[src/rtl/truth_table_sequencer_pkg.sv]
// -----------------------------------------------------------------------------
// truth_table_sequencer_pkg
// Shared definitions for the truth-table sequencer:
//   state_t  - sweep controller state encoding
//   table_w  - width of the packed result table (2 bits per row, 2**n_in rows)
// -----------------------------------------------------------------------------
package truth_table_sequencer_pkg;

  typedef enum logic [2:0] {
    ST_IDLE   = 3'd0,
    ST_DRIVE  = 3'd1,
    ST_SAMPLE = 3'd2,
    ST_STEP   = 3'd3,
    ST_DONE   = 3'd4
  } state_t;

  function automatic int table_w(input int n_in);
    return 2 * (2 ** n_in);
  endfunction

endpackage

[src/rtl/button_debounce.sv]
// -----------------------------------------------------------------------------
// button_debounce
// Conditions one raw pushbutton: 2-flop synchronizer, debounce counter and a
// single-cycle pulse on each rising edge of the debounced level.
// Ports:
//   clk        system clock
//   reset      synchronous active-high reset
//   btn_raw_i  raw asynchronous button level
//   pulse_o    1-cycle pulse, 2 + DEBOUNCE_CYCLES + 1 cycles after a clean press
// -----------------------------------------------------------------------------
module button_debounce
  import truth_table_sequencer_pkg::*;
#(
  parameter int DEBOUNCE_CYCLES = 250000
) (
  input  logic clk,
  input  logic reset,
  input  logic btn_raw_i,
  output logic pulse_o
);

  localparam int CW = $clog2(DEBOUNCE_CYCLES) + 1;
  localparam logic [CW-1:0] CNT_LAST = CW'(DEBOUNCE_CYCLES - 1);
  localparam logic [CW-1:0] CNT_ONE  = CW'(1);

  logic          sync1_q;
  logic          sync2_q;
  logic          level_q;
  logic          level_d;
  logic          level_seen_q;
  logic          pulse_q;
  logic [CW-1:0] cnt_q;
  logic [CW-1:0] cnt_d;

  // The counter only runs while the synchronized input disagrees with the
  // debounced level; any agreeing cycle restarts the count from zero.
  always_comb begin
    level_d = level_q;
    cnt_d   = '0;
    if (sync2_q != level_q) begin
      if (cnt_q == CNT_LAST) begin
        level_d = sync2_q;
      end else begin
        cnt_d = cnt_q + CNT_ONE;
      end
    end
  end

  always_ff @(posedge clk) begin
    if (reset) begin
      sync1_q      <= 1'b0;
      sync2_q      <= 1'b0;
      level_q      <= 1'b0;
      cnt_q        <= '0;
      level_seen_q <= 1'b0;
      pulse_q      <= 1'b0;
    end else begin
      sync1_q      <= btn_raw_i;
      sync2_q      <= sync1_q;
      level_q      <= level_d;
      cnt_q        <= cnt_d;
      level_seen_q <= level_q;
      pulse_q      <= level_q & ~level_seen_q;
    end
  end

  assign pulse_o = pulse_q;

endmodule

[src/rtl/truth_table_sequencer.sv]
// -----------------------------------------------------------------------------
// truth_table_sequencer
// Steps a combinational block under test through all 2**N_IN input vectors and
// captures its two outputs per row into a packed result table. Rows advance on
// a debounced step button (manual) or after AUTO_PERIOD cycles (auto).
// Ports:
//   clk        system clock
//   reset      synchronous active-high reset
//   btn_run    raw button: start / restart a sweep
//   btn_step   raw button: advance one row in manual mode
//   mode_auto  1 = auto-run, 0 = manual step
//   y_in       {Y2,Y1} from the block under test
//   stim       current input vector to the block under test (MSB = A)
//   busy       sweep in progress
//   done       full table captured
//   result     row k at [2k+1:2k] = {Y2,Y1}
// -----------------------------------------------------------------------------
module truth_table_sequencer
  import truth_table_sequencer_pkg::*;
#(
  parameter int N_IN            = 4,
  parameter int DEBOUNCE_CYCLES = 250000,
  parameter int SETTLE_CYCLES   = 4,
  parameter int AUTO_PERIOD     = 12000000
) (
  input  logic                        clk,
  input  logic                        reset,
  input  logic                        btn_run,
  input  logic                        btn_step,
  input  logic                        mode_auto,
  input  logic [1:0]                  y_in,
  output logic [N_IN-1:0]             stim,
  output logic                        busy,
  output logic                        done,
  output logic [table_w(N_IN)-1:0]    result
);

  localparam int TW  = table_w(N_IN);
  localparam int SCW = $clog2(SETTLE_CYCLES) + 1;
  localparam int PCW = $clog2(AUTO_PERIOD) + 1;

  localparam logic [N_IN-1:0] IDX_LAST    = {N_IN{1'b1}};
  localparam logic [N_IN-1:0] IDX_ONE     = N_IN'(1);
  localparam logic [SCW-1:0]  SETTLE_LAST = SCW'(SETTLE_CYCLES - 1);
  localparam logic [SCW-1:0]  SETTLE_ONE  = SCW'(1);
  localparam logic [PCW-1:0]  PERIOD_LAST = PCW'(AUTO_PERIOD - 1);
  localparam logic [PCW-1:0]  PERIOD_ONE  = PCW'(1);

  logic run_p;
  logic step_p;

  state_t          state_q,  state_d;
  logic [N_IN-1:0] idx_q,    idx_d;
  logic [TW-1:0]   result_q, result_d;
  logic [SCW-1:0]  settle_q, settle_d;
  logic [PCW-1:0]  period_q, period_d;

  button_debounce #(.DEBOUNCE_CYCLES(DEBOUNCE_CYCLES)) u_run_db (
    .clk       (clk),
    .reset     (reset),
    .btn_raw_i (btn_run),
    .pulse_o   (run_p)
  );

  button_debounce #(.DEBOUNCE_CYCLES(DEBOUNCE_CYCLES)) u_step_db (
    .clk       (clk),
    .reset     (reset),
    .btn_raw_i (btn_step),
    .pulse_o   (step_p)
  );

  always_comb begin
    state_d  = state_q;
    idx_d    = idx_q;
    result_d = result_q;
    settle_d = settle_q;
    period_d = period_q;

    // run_p restarts from any state and outranks a simultaneous step_p.
    if (run_p) begin
      state_d  = ST_DRIVE;
      idx_d    = '0;
      result_d = '0;
      settle_d = '0;
    end else begin
      unique case (state_q)
        ST_IDLE: ;
        ST_DRIVE: begin
          if (settle_q == SETTLE_LAST) begin
            state_d = ST_SAMPLE;
          end else begin
            settle_d = settle_q + SETTLE_ONE;
          end
        end
        ST_SAMPLE: begin
          result_d[{idx_q, 1'b0} +: 2] = y_in;
          if (idx_q == IDX_LAST) begin
            state_d = ST_DONE;
          end else begin
            state_d  = ST_STEP;
            period_d = '0;
          end
        end
        ST_STEP: begin
          // mode_auto is re-evaluated every cycle; the period counter
          // saturates so a late switch to auto advances immediately.
          if ((mode_auto && (period_q >= PERIOD_LAST)) || (!mode_auto && step_p)) begin
            state_d  = ST_DRIVE;
            idx_d    = idx_q + IDX_ONE;
            settle_d = '0;
          end else if (period_q < PERIOD_LAST) begin
            period_d = period_q + PERIOD_ONE;
          end
        end
        ST_DONE: ;
        default: state_d = ST_IDLE;
      endcase
    end
  end

  always_ff @(posedge clk) begin
    if (reset) begin
      state_q  <= ST_IDLE;
      idx_q    <= '0;
      result_q <= '0;
      settle_q <= '0;
      period_q <= '0;
    end else begin
      state_q  <= state_d;
      idx_q    <= idx_d;
      result_q <= result_d;
      settle_q <= settle_d;
      period_q <= period_d;
    end
  end

  // idx only changes on entry to DRIVE (or restart), so it doubles as the
  // held stimulus through SAMPLE, STEP and DONE.
  assign stim   = idx_q;
  assign busy   = (state_q == ST_DRIVE) || (state_q == ST_SAMPLE) || (state_q == ST_STEP);
  assign done   = (state_q == ST_DONE);
  assign result = result_q;

endmodule

[config.mk]
export PLATFORM = sky130hd
export DESIGN_NAME = truth_table_sequencer
export DESIGN_NICKNAME = d
export VERILOG_FILES = /design/src/rtl/truth_table_sequencer_pkg.sv /design/src/rtl/button_debounce.sv /design/src/rtl/truth_table_sequencer.sv
export SDC_FILE = /design/constraint.sdc
export NUM_CORES = 1
export LEC_CHECK = 0
export ABC_CLOCK_PERIOD_IN_PS = 3050
export CELL_PAD_IN_SITES_DETAIL_PLACEMENT = 1
export CELL_PAD_IN_SITES_GLOBAL_PLACEMENT = 1
export CORE_MARGIN = 3
export CORE_UTILIZATION = 44
export DETAILED_ROUTE_END_ITERATION = 8
export PLACE_DENSITY = 0.88
export SYNTH_ARGS = -nofsm -noshare
export SYNTH_HDL_FRONTEND = slang
export SYNTH_SLANG_ARGS = --single-unit
[constraint.sdc]
create_clock -name clk -period 3.05 [get_ports clk]
set_clock_uncertainty 0.2 [all_clocks]
set_input_delay 0.7625 -clock clk [delete_from_list [all_inputs] [get_ports clk]]
set_output_delay 0.7625 -clock clk [all_outputs]
set_load 0.005 [all_outputs]
==> PnR_summary.wiki, run 1 <==
{| class="wikitable"
! Metric !! Value
|-
| Run status || completed
|-
| Category of the most critical setup path || reg -> reg
|-
| Hold worst-path end || u_run_db.pulse_o
|-
| Fillers || 1344
|-
| Fraction of layout instances using a drive strength above 1 || 0.0866
|-
| Synth top cells by count || 115 x dfxtp_1, 93 x nor2_1, 55 x nand2_1
|-
| Proportion of netlist area held by the largest area contributor || 0.434
|-
| Pwr/cell area || 549 mW/mm^2
|-
| Startpoint of the worst setup timing path || state_q[0]
|-
| Total of flip-flops plus latches after synthesis || 115
|-
| Clk Tree Root Cell || clkbuf_16
|-
| Critical path cell sequence || and3b_1 -> o211ai_1 -> a311oi_1 -> nor2_1 -> buf_4 -> o311ai_0 -> o31ai_1
|-
| Dominant combinational cell family by area after synthesis || simple AND/OR/NAND/NOR gates
|-
| Asr flop ratio synth || 0
|-
| RSZ-0062 raised after global routing || false
|-
| Post-route ant nets || 0
|-
| Biggest fanout along the worst timing path || 13
|-
| DRT iter0 DRCs || 233
|-
| Nets@finish || 686
|-
| Placed wire-length estimate after detailed placement || 9.90 mm
|-
| Synthesized-area fraction occupied by adder cells || 0.0212
|-
| Ratio of routed vias to standard cells || 5.90
|-
| Initial Utilization || 0.457
|-
| IO Port Bufs || 44
|-
| Number of antenna violations at the first check in global routing || 0
|-
| Final critical delay including setup and external delays || 2720 ps
|-
| Reg-to-reg slack, setup || 330 ps
|-
| Buffers & Inverters on Critical Path || 1
|-
| Per-cell routed wire length || 18.4 um
|-
| Max-slew headroom || 0.544
|-
| Number of buffers between clock root and the deepest sink || 2
|-
| Static leakage || 2.25 nW
|-
| Count of final setup violators || 0
|-
| Number of hold buffers added after CTS || 0
|-
| Core outline area || 0.0116 mm^2
|-
| Global-route wire length before repair || 25.7 mm
|-
| Number of buffers inserted to repair setup after CTS || 0
|-
| Logic gate share of total power || 0.012
|-
| Weighted congestion at the end of routability-driven global placement || 0.843
|-
| Hold Path Depth || 1
|-
| Arrival time at the worst endpoint || 2790 ps
|-
| Upper clock frequency limit || 0.368 GHz
|-
| Horizontal die dimension || 116 um
|-
| Dominant cells by area after synthesis || dfxtp_1 43%, nor2_1 6.6%, nand2_1 3.9%
|-
| Share of the synthesized netlist area taken by xor and xnor gates || 0.0594
|-
| Number of slew-limit violations in the final report || 0
|-
| DRC || 0
|-
| Period utilization || 0.891
|-
| Total count of hold-check failures in the final report || 0
|-
| Most area-hungry cell type in the Yosys netlist || dfxtp_1
|-
| Top FF cell, synth || dfxtp_1
|-
| Net count after synthesis || 642
|-
| Launch instance of the worst min-delay path || u_run_db.level_seen_q
|-
| Most frequent cell after synthesis || dfxtp_1
|-
| R2R Path Start || state_q[0]
|-
| Setup_tns || 0 ps
|-
| Clock-pin slew on the worst setup and hold paths || 60 ps
|-
| Final cell count without fillers || 824
|-
| Switching Power || 0.000719 W
|-
| Number of cells upsized or downsized after cts || 0
|-
| Pin count of the biggest net entering global routing || 40
|-
| Maximum VDD drop || 0.000455 V
|-
| Layout Area Growth over Synthesis || 22.8%
|-
| Aggregate global-route resource usage || 0.241
|-
| Area fraction in and, or, nand and nor cells after synthesis || 0.270
|-
| Remaining Overflow, GRT || 0
|-
| Mux contribution to synthesized area || 0.0339
|-
| # clock sinks || 115
|-
| Endpoint kind of the worst setup timing path || flop
|-
| TritonCTS clock tree || built
|-
| Max Cap Viol || 0
|-
| Vias in the first global route || 5207
|-
| Count of vias placed by the detailed router || 4863
|-
| Sequential-to-total area share from yosys stat || 0.434
|-
| Capturing point of the worst reg2reg path || period_q[5]
|-
| Syn_area_per_cell || 8.48 um^2
|-
| Clock network fraction of total power || 0.566
|-
| Syn Inst Count || 626
|-
| Startpoint types || flop
|-
| Logic depth of the worst register-to-register path || 7
|-
| Warning count from the yosys run || 0
|-
| Worst path max stage delay || 530 ps
|-
| Final wirelength || 15.2 mm
|-
| Worst Path Required || 3120 ps
|-
| Sw Share || 0.201
|-
| Count of antenna diodes in the layout || 0
|-
| Critical path's top delay family || compound AO/OA/AOI/OAI gates
|-
| Total Die Area || 0.0134 mm^2
|-
| Count of flip-flops with a built-in enable after synthesis || 0
|-
| Clock network latency to the later pin of the worst-skew pair || 420 ps
|-
| Core Rows || 39
|-
| Inst Count DP || 794
|-
| H-tree level count || 4
|-
| Total clock buffers created by CTS || 17
|-
| Number of I/O pins || 45
|-
| Post-synthesis compound-gate area fraction || 0.144
|-
| Area of the mapped netlist || 0.00531 mm^2
|-
| Router iterations before antenna repair || 4
|-
| Sequential Power Share || 0.422
|-
| Unique masters post-synth || 55
|-
| Die outline height || 116 um
|-
| Worst hold-check path type || reg -> reg
|-
| Critical Path Slowest Stage Cell || and3b_1
|-
| Slew at the pin closest to its max-slew limit || 683 ps
|-
| Pint || 0.00286 W
|}
worst register-to-register path: cells and delay by family (launching register included):
| kind | cells | cell delay (ps) |
|---|---|---|
| compound gates | 4 | 1110 |
| flops | 1 | 440 |
| simple gates | 2 | 630 |
| buf+inv | 1 | 190 |
final cells by class:
type	count	area (um^2)	share of cell area
Multi-Input combinational cell	461	2810	0.431
Sequential cell	115	2300	0.353
Timing Repair Buffer	63	583	0.0895
Clock buffer	21	470	0.0722
Tap cell	143	179	0.0275
Clock inverter	9	130	0.0200
Inverter	12	45.0	0.00691
per-layer routing:
metal | vias up | track usage | share of wire
li1 | 2321 | - | -
met1 | 2386 | 0.281 | 0.42
met2 | 121 | 0.413 | 0.51
met3 | 35 | 0.0736 | 0.043
met4 | 0 | 0.0967 | 0.025
met5 | - | 0 | 0
sequential cells by signal (all words and copies together) (netlist names):
signal and flops:
period_q 25, result 32, settle_q 3, state_q 3, stim 4, u_run_db.cnt_q 19, u_run_db.level_q 1, u_run_db.level_seen_q 1
u_run_db.pulse_o 1, u_run_db.sync1_q 1, u_run_db.sync2_q 1, u_step_db.cnt_q 19, u_step_db.level_q 1, u_step_db.level_seen_q 1, u_step_db.pulse_o 1, u_step_db.sync1_q 1
u_step_db.sync2_q 1
cells by family after synthesis:
| logic type | count (synthesis) |
|---|---|
| adder cells (fa/ha/maj) | 9 |
| AO/OA/AOI/OAI | 109 |
| flip-flops | 115 |
| XOR/XNOR | 36 |
| buffers and inverters | 50 |
| multiplexers | 18 |
| AND/OR/NAND/NOR | 289 |
through the flow:
stage | hold WS (ps) | util | total power, W | instance area (um^2) | setup slack [ps]
after floorplan | 167 | - | 0.00156 | 5310 | 699
after global placement | 173 | 0.509 | 0.00158 | 5920 | 474
after detailed placement | 179 | 0.509 | 0.00158 | 5920 | 389
after CTS | 187 | 0.561 | 0.00361 | 6520 | 395
after global routing | 209 | 0.561 | 0.00369 | 6520 | 131
final | 184 | 0.561 | 0.00358 | 6520 | 333
cells in the final DEF (no fill, tap or decap), types with 4 or more instances in the layout:
| cell | Yosys | routed |
|---|---|---|
| ha_1 | 9 | 9 |
| xnor2_1 | 20 | 20 |
| nor3_1 | 12 | 12 |
| nor2_1 | 93 | 93 |
| nor2b_1 | 10 | 10 |
| and3_1 | 8 | 8 |
| nand2b_1 | 4 | 4 |
| nor4_1 | 4 | 4 |
| inv_1 | 12 | 12 |
| nand3b_1 | 5 | 5 |
| a21oi_1 | 32 | 32 |
| o41ai_1 | 5 | 5 |
| o21ai_0 | 13 | 13 |
| nand3_1 | 40 | 40 |
| nand2_1 | 55 | 55 |
| and2_1 | 10 | 10 |
| nand4_1 | 16 | 16 |
| a31oi_1 | 5 | 5 |
| clkbuf_16 | 0 | 17 |
| mux2i_1 | 18 | 18 |
| dfxtp_1 | 115 | 115 |
| clkdlybuf4s50_1 | 0 | 44 |
| o31ai_1 | 14 | 14 |
| and4_1 | 5 | 5 |
| buf_4 | 0 | 19 |
| o311ai_0 | 20 | 20 |
| nor4b_1 | 4 | 4 |
| xor2_1 | 16 | 16 |
| or3_1 | 9 | 9 |
power groups by stage:
stage                     sequential, W  combinational [W]  clock [W]
final                           0.00151          0.0000447    0.00202
after detailed placement        0.00154          0.0000445          0
after CTS                       0.00151          0.0000449    0.00205
after global placement          0.00154          0.0000431          0
after global routing            0.00151          0.0000490    0.00213
after floorplan                 0.00154          0.0000242          0
worst max-delay path by stage:
stage | cells past startpoint | end
after global routing | 7 | period_q[5]
after CTS | 7 | period_q[5]
after detailed placement | 6 | period_q[8]
after floorplan | 9 | result[20]
final | 7 | period_q[5]
after global placement | 5 | stim[3]
Power figures use the tool's default switching activity.
==> run 2: changes to the inputs <==
CELL_PAD_IN_SITES_DETAIL_PLACEMENT = 0   (was 1)
CELL_PAD_IN_SITES_GLOBAL_PLACEMENT = 2   (was 1)
CORE_ASPECT_RATIO = 1.75   (was not set)
CORE_UTILIZATION = 35   (was 44)
PLACE_DENSITY = 0.87   (was 0.88)
==> run 2 against run 1 <==
Effect of this change: combinational power shrank 1%; clock power shrank 4%; die area rose by 25%; critical path depth did not move; final area increased by 0.35%; maximum frequency decreased by 0.92%; sequential power barely moved; largest power group unchanged.
==> PnR_summary.wiki, run 2 (synthesized netlist as in run 1, its figures left out) <==
{| class="wikitable"
! Metric !! Value
|-
| Total Die Area || 0.0167 mm^2 (+25%)
|-
| Static leakage || 2.22 nW (-1.3%)
|-
| DP Worst Slack || 165 ps (-225 ps)
|-
| Per-cell routed wire length || 15.6 um (-15%)
|-
| Die outline height || 169 um (+46%)
|-
| Number of cells upsized or downsized after cts || 0 (unchanged)
|-
| Nets@finish || 684 (-0.29%)
|-
| # clock sinks || 115 (unchanged)
|-
| Critical path cell sequence || nor3_1 -> a2111oi_2 -> a211oi_2 -> a311o_1 -> nand4_1 -> buf_4 -> o41ai_1
|-
| Number of buffers inserted to repair setup after CTS || 0 (unchanged)
|-
| RSZ-0062 raised after global routing || false
|-
| Fillers || 1411 (+5.0%)
|-
| Slew at the pin closest to its max-slew limit || 717 ps (+34.3 ps)
|-
| Clock network latency to the later pin of the worst-skew pair || 410 ps (about the same)
|-
| Global-route wire length before repair || 22.6 mm (-12%)
|-
| Layout Area Growth over Synthesis || 23.2%
|-
| Post-route ant nets || 0 (unchanged)
|-
| Arrival time at the worst endpoint || 2840 ps (+50 ps)
|-
| Startpoint types || flop
|-
| Combined area of the multi-input logic cells || 0.00281 mm^2 (unchanged)
|-
| DRT iter0 DRCs || 193 (-17%)
|-
| Number of buffers between clock root and the deepest sink || 2 (unchanged)
|-
| Worst hold-check path type || reg -> reg
|-
| Upper clock frequency limit || 0.365 GHz (-0.92%)
|-
| Fraction of layout instances using a drive strength above 1 || 0.0881 (+0.00147)
|-
| TritonCTS clock tree || built
|-
| Placed wire-length estimate after detailed placement || 9.32 mm (-5.9%)
|-
| Period utilization || 0.899 (+0.00829)
|-
| Ratio of routed vias to standard cells || 5.49 (-7.0%)
|-
| Worst path max stage delay || 410 ps (-120 ps)
|-
| Inst Count DP || 829 (+4.4%)
|-
| Clk Tree Root Cell || clkbuf_16
|-
| Max Cap Viol || 0 (unchanged)
|-
| Endpoint kind of the worst setup timing path || flop
|-
| Router iterations before antenna repair || 5 (+1)
|-
| Pin count of the biggest net entering global routing || 40 (unchanged)
|-
| Count of vias placed by the detailed router || 4728 (-2.8%)
|-
| Setup WS post-layout || 308 ps (-25.3 ps)
|-
| Max reg flops || 32 (unchanged)
|-
| Biggest fanout along the worst timing path || 11 (-2)
|-
| Final critical delay including setup and external delays || 2740 ps (+25.3 ps)
|-
| Buffers & Inverters on Critical Path || 1 (unchanged)
|-
| Number of slew-limit violations in the final report || 0 (unchanged)
|-
| Initial Utilization || 0.364 (-0.0931)
|-
| Sequential standard cell area || 0.00230 mm^2 (unchanged)
|-
| Commonest cells after routing, fill and taps aside || 115 x dfxtp_1, 93 x nor2_1, 55 x nand2_1, 44 x clkdlybuf4s50_1, 40 x nand3_1
|-
| Worst Path Required || 3140 ps (+20 ps)
|-
| Total clock buffers created by CTS || 17 (unchanged)
|-
| Category of the most critical setup path || reg -> reg
|-
| Pwr/cell area || 533 mW/mm^2 (-2.8%)
|-
| Max-slew headroom || 0.521 (-0.0229)
|-
| Count of antenna diodes in the layout || 0 (unchanged)
|-
| Maximum VDD drop || 0.000364 V (-20%)
|-
| Number of antenna violations at the first check in global routing || 0 (unchanged)
|-
| Horizontal die dimension || 99.1 um (-14%)
|-
| Number of I/O pins || 45 (unchanged)
|-
| Core outline area || 0.0146 mm^2 (+26%)
|-
| Aggregate global-route resource usage || 0.166 (-0.0751)
|-
| Final wirelength || 13.4 mm (-12%)
|-
| Clock-pin slew on the worst setup and hold paths || 60 ps (about the same)
|-
| Critical Path Slowest Stage Cell || dfxtp_1
|-
| Post-Layout Inst Area || 0.00654 mm^2 (+0.35%)
|-
| Placed standard-cell area || 0.00596 mm^2 (+0.74%)
|-
| Weighted congestion at the end of routability-driven global placement || 0.782 (-7.2%)
|-
| Number of hold buffers added after CTS || 0 (unchanged)
|-
| DRC || 0 (unchanged)
|-
| Count of final setup violators || 0 (unchanged)
|-
| Final cell count without fillers || 861 (+4.5%)
|-
| IO Port Bufs || 44 (unchanged)
|-
| H-tree level count || 4 (unchanged)
|-
| Core Rows || 58 (+49%)
|-
| Critical path's top delay family || compound AO/OA/AOI/OAI gates
|-
| Run status || completed
|-
| Most frequent standard cell in the layout excluding fill and tap cells || dfxtp_1
|-
| Setup_tns || 0 ps (unchanged)
|-
| Total count of hold-check failures in the final report || 0 (unchanged)
|-
| Vias in the first global route || 4698 (-9.8%)
|-
| Remaining Overflow, GRT || 0 (unchanged)
|}
-- run 2: cell types whose count changed in the layout (fill, tap and decap cells not counted) --
cell | before | now
buf_12 | 0 | 1
clkinv_4 | 2 | 4
buf_4 | 19 | 16
clkinv_2 | 3 | 1
clkbuf_8 | 3 | 2
inv_6 | 0 | 3
bufinv_16 | 3 | 1
clkinvlp_4 | 1 | 4
clkbuf_1 | 1 | 0
-- run 2: power by group --
group	total, W	internal [W]	switching, W
Combinational	0.0000442	0.0000148	0.0000294
Clock	0.00194	0.00117	0.000763
Sequential	0.00151	0.00151	0.00000195
Total	0.00349	0.00269	0.000794
-- run 2: final timing paths --
check | start | endpoint | slack [ps] | cells after the start
max | period_q[13] | period_q[6] | 310 | 7
min | u_step_db.level_seen_q | u_step_db.pulse_o | 180 | 1
max reg2reg | period_q[13] | period_q[6] | 310 | 7
min reg2reg | u_step_db.level_seen_q | u_step_db.pulse_o | 180 | 1
-- run 2: cell type report --
type,count,area share
Inverter,12,0.00689
Tap cell,180,0.0344
Timing Repair Buffer,61,0.0888
Clock buffer,19,0.0693
Multi-Input combinational cell,461,0.429
Sequential cell,115,0.352
Clock inverter,13,0.0193
-- run 2: metrics by stage --
step                      utilization  total power, W  hold WS [ps]
after floorplan                     -         0.00156           167
after global placement          0.409         0.00158           174
after detailed placement        0.409         0.00159           180
after CTS                       0.448         0.00354           188
after global routing            0.448         0.00361           206
final                           0.448         0.00349           182
-- run 2: worst reg2reg max path: cells and delay by family, from the launching register on --
kind / cells / cell delay (ps)
AND/OR/NAND/NOR: 2 / 590
buffers and inverters: 1 / 280
AO/OA/AOI/OAI: 4 / 1150
flip-flops: 1 / 410
-- run 2: per-layer routing --
metal  wire length (um)  track usage
met1               5490        0.185
met2               6980        0.293
met3                559       0.0425
met4                386       0.0725
met5                  0            0
==> run 3: changes to the inputs <==
RECOVER_POWER = 50   (was not set)
==> run 3 against run 2 <==
Effect of this change: clock-buffer cell count unchanged; combinational power down 3%; global-route usage unchanged; die area did not move; core utilization is 0.069 points lower; sequential power is essentially flat; first-iteration DRC count increased by 20%; cell count unchanged; final area shrank 0.15%; via count grew 0.25%; wire length down 0.35%; sequential share of layout area is 0.054 points higher.
==> PnR_summary.wiki, run 3 (synthesized netlist as in run 1, its figures left out) <==
{| class="wikitable"
! Metric !! Value
|-
| Run status || completed
|-
| DRT iter0 DRCs || 231 (+20%)
|-
| DRC || 0 (unchanged)
|-
| Worst Path Required || 3140 ps (about the same)
|-
| H-tree level count || 4 (unchanged)
|-
| Core outline area || 0.0146 mm^2 (unchanged)
|-
| Final wirelength || 13.4 mm (-0.35%)
|-
| RSZ-0062 raised after global routing || false
|-
| Worst hold-check path type || reg -> reg
|-
| Per-cell routed wire length || 15.5 um (-0.35%)
|-
| Max reg flops || 32 (unchanged)
|-
| R2R Path Start || period_q[13]
|-
| Max Cap Viol || 0 (unchanged)
|-
| Logic depth of the worst register-to-register path || 7 (unchanged)
|-
| Placed wire-length estimate after detailed placement || 9.32 mm (unchanged)
|-
| Hold Path Depth || 1 (unchanged)
|-
| Category of the most critical setup path || reg -> reg
|-
| Most frequent standard cell in the layout excluding fill and tap cells || dfxtp_1
|-
| Initial Utilization || 0.364 (unchanged)
|-
| Core Rows || 58 (unchanged)
|-
| Number of slew-limit violations in the final report || 0 (unchanged)
|-
| Weighted congestion at the end of routability-driven global placement || 0.782 (unchanged)
|-
| Pwr/cell area || 533 mW/mm^2 (about the same)
|-
| Clk Tree Root Cell || clkbuf_16
|-
| Nets@finish || 684 (unchanged)
|-
| Maximum VDD drop || 0.000363 V (-0.20%)
|-
| Startpoint of the worst setup timing path || period_q[13]
|-
| Pin count of the biggest net entering global routing || 40 (unchanged)
|-
| Inst Count DP || 829 (unchanged)
|-
| Horizontal die dimension || 99.1 um (unchanged)
|-
| Upper clock frequency limit || 0.366 GHz (+0.25%)
|-
| Number of I/O pins || 45 (unchanged)
|-
| Biggest fanout along the worst timing path || 11 (unchanged)
|-
| TritonCTS clock tree || built
|-
| Vias in the first global route || 4698 (unchanged)
|-
| Endpoint kind of the worst setup timing path || flop
|-
| Count of final setup violators || 0 (unchanged)
|-
| IO Port Bufs || 44 (unchanged)
|-
| Total clock buffers created by CTS || 17 (unchanged)
|-
| Commonest cells after routing, fill and taps aside || 115 x dfxtp_1, 93 x nor2_1, 55 x nand2_1, 40 x nand3_1
|-
| Number of antenna violations at the first check in global routing || 0 (unchanged)
|-
| Count of vias placed by the detailed router || 4740 (+0.25%)
|-
| Count of antenna diodes in the layout || 0 (unchanged)
|-
| Launch instance of the worst min-delay path || u_step_db.level_seen_q
|-
| Final cell count without fillers || 861 (unchanged)
|-
| Static leakage || 2.33 nW (+4.7%)
|-
| Number of hold buffers added after CTS || 0 (unchanged)
|-
| Clock network latency to the later pin of the worst-skew pair || 410 ps (about the same)
|-
| Startpoint types || flop
|-
| Max-slew headroom || 0.458 (-0.0631)
|-
| Setup_tns || 0 ps (unchanged)
|-
| Slew at the pin closest to its max-slew limit || 812 ps (+95.4 ps)
|-
| Fraction of layout instances using a drive strength above 1 || 0.0852 (-0.00294)
|-
| Number of buffers inserted to repair setup after CTS || 0 (unchanged)
|-
| Aggregate global-route resource usage || 0.166 (unchanged)
|-
| Post-route ant nets || 0 (unchanged)
|-
| Clock-pin slew on the worst setup and hold paths || 60 ps (about the same)
|-
| Die outline height || 169 um (unchanged)
|-
| Number of buffers between clock root and the deepest sink || 2 (unchanged)
|-
| Layout Area Growth over Synthesis || 23.0%
|-
| Arrival time at the worst endpoint || 2830 ps (about the same)
|-
| Total count of hold-check failures in the final report || 0 (unchanged)
|-
| Number of cells upsized or downsized after cts || 0 (unchanged)
|-
| Ratio of routed vias to standard cells || 5.51 (+0.25%)
|-
| Router iterations before antenna repair || 5 (unchanged)
|-
| Period utilization || 0.897 (-0.00224)
|-
| Global-route wire length before repair || 22.6 mm (unchanged)
|-
| Total Die Area || 0.0167 mm^2 (unchanged)
|-
| Final critical delay including setup and external delays || 2740 ps (-6.85 ps)
|-
| Remaining Overflow, GRT || 0 (unchanged)
|-
| # clock sinks || 115 (unchanged)
|}
## run 3: critical path: stages (launching register included)
cell and delay (ps):
dfxtp_1 410, nor3_1 270, a2111oi_2 130, a211oi_2 340, a311o_1 410, nand4_1 320
buf_4 280, o41ai_1 270
## run 3: final timing paths
kind	slack [ps]	endpoint
worst max register to register	310	period_q[6]
worst min register to register	180	u_step_db.pulse_o
worst max-delay path	310	period_q[6]
worst min-delay path	180	u_step_db.pulse_o
## run 3: metrics by stage
stage          total power (W)  instance area, um^2  hold WS, ps  utilization  setup slack (ps)
2_1_floorplan          0.00156                 5310          167            -               699
4_1_cts                0.00354                 6540          188        0.448               305
5_1_grt                0.00360                 6530          206        0.448              98.3
6_report               0.00348                 6530          182        0.448               315
3_3_place_gp           0.00158                 5960          174        0.409               289
3_5_place_dp           0.00159                 5960          180        0.409               165
## run 3: power breakdown
part           internal [W]  switching (W)  total (W)
logic             0.0000137      0.0000292  0.0000429
registers           0.00151     0.00000197    0.00151
clock network       0.00117       0.000759    0.00193
total               0.00269       0.000790    0.00348
## run 3: routing by layer
layer	wire length, um	GRT usage	part of all wire
met2	6960	0.293	0.52
met5	0	0	0
met4	389	0.0725	0.029
met3	640	0.0425	0.048
met1	5370	0.185	0.40
## run 3: final cells by class
class | instances | area [um^2]
Fill cell | 1414 | 8060
Multi-Input combinational cell | 461 | 2810
Sequential cell | 115 | 2300
Timing Repair Buffer | 61 | 571
Clock buffer | 19 | 453
Tap cell | 180 | 225
Clock inverter | 13 | 126
Inverter | 12 | 45.0
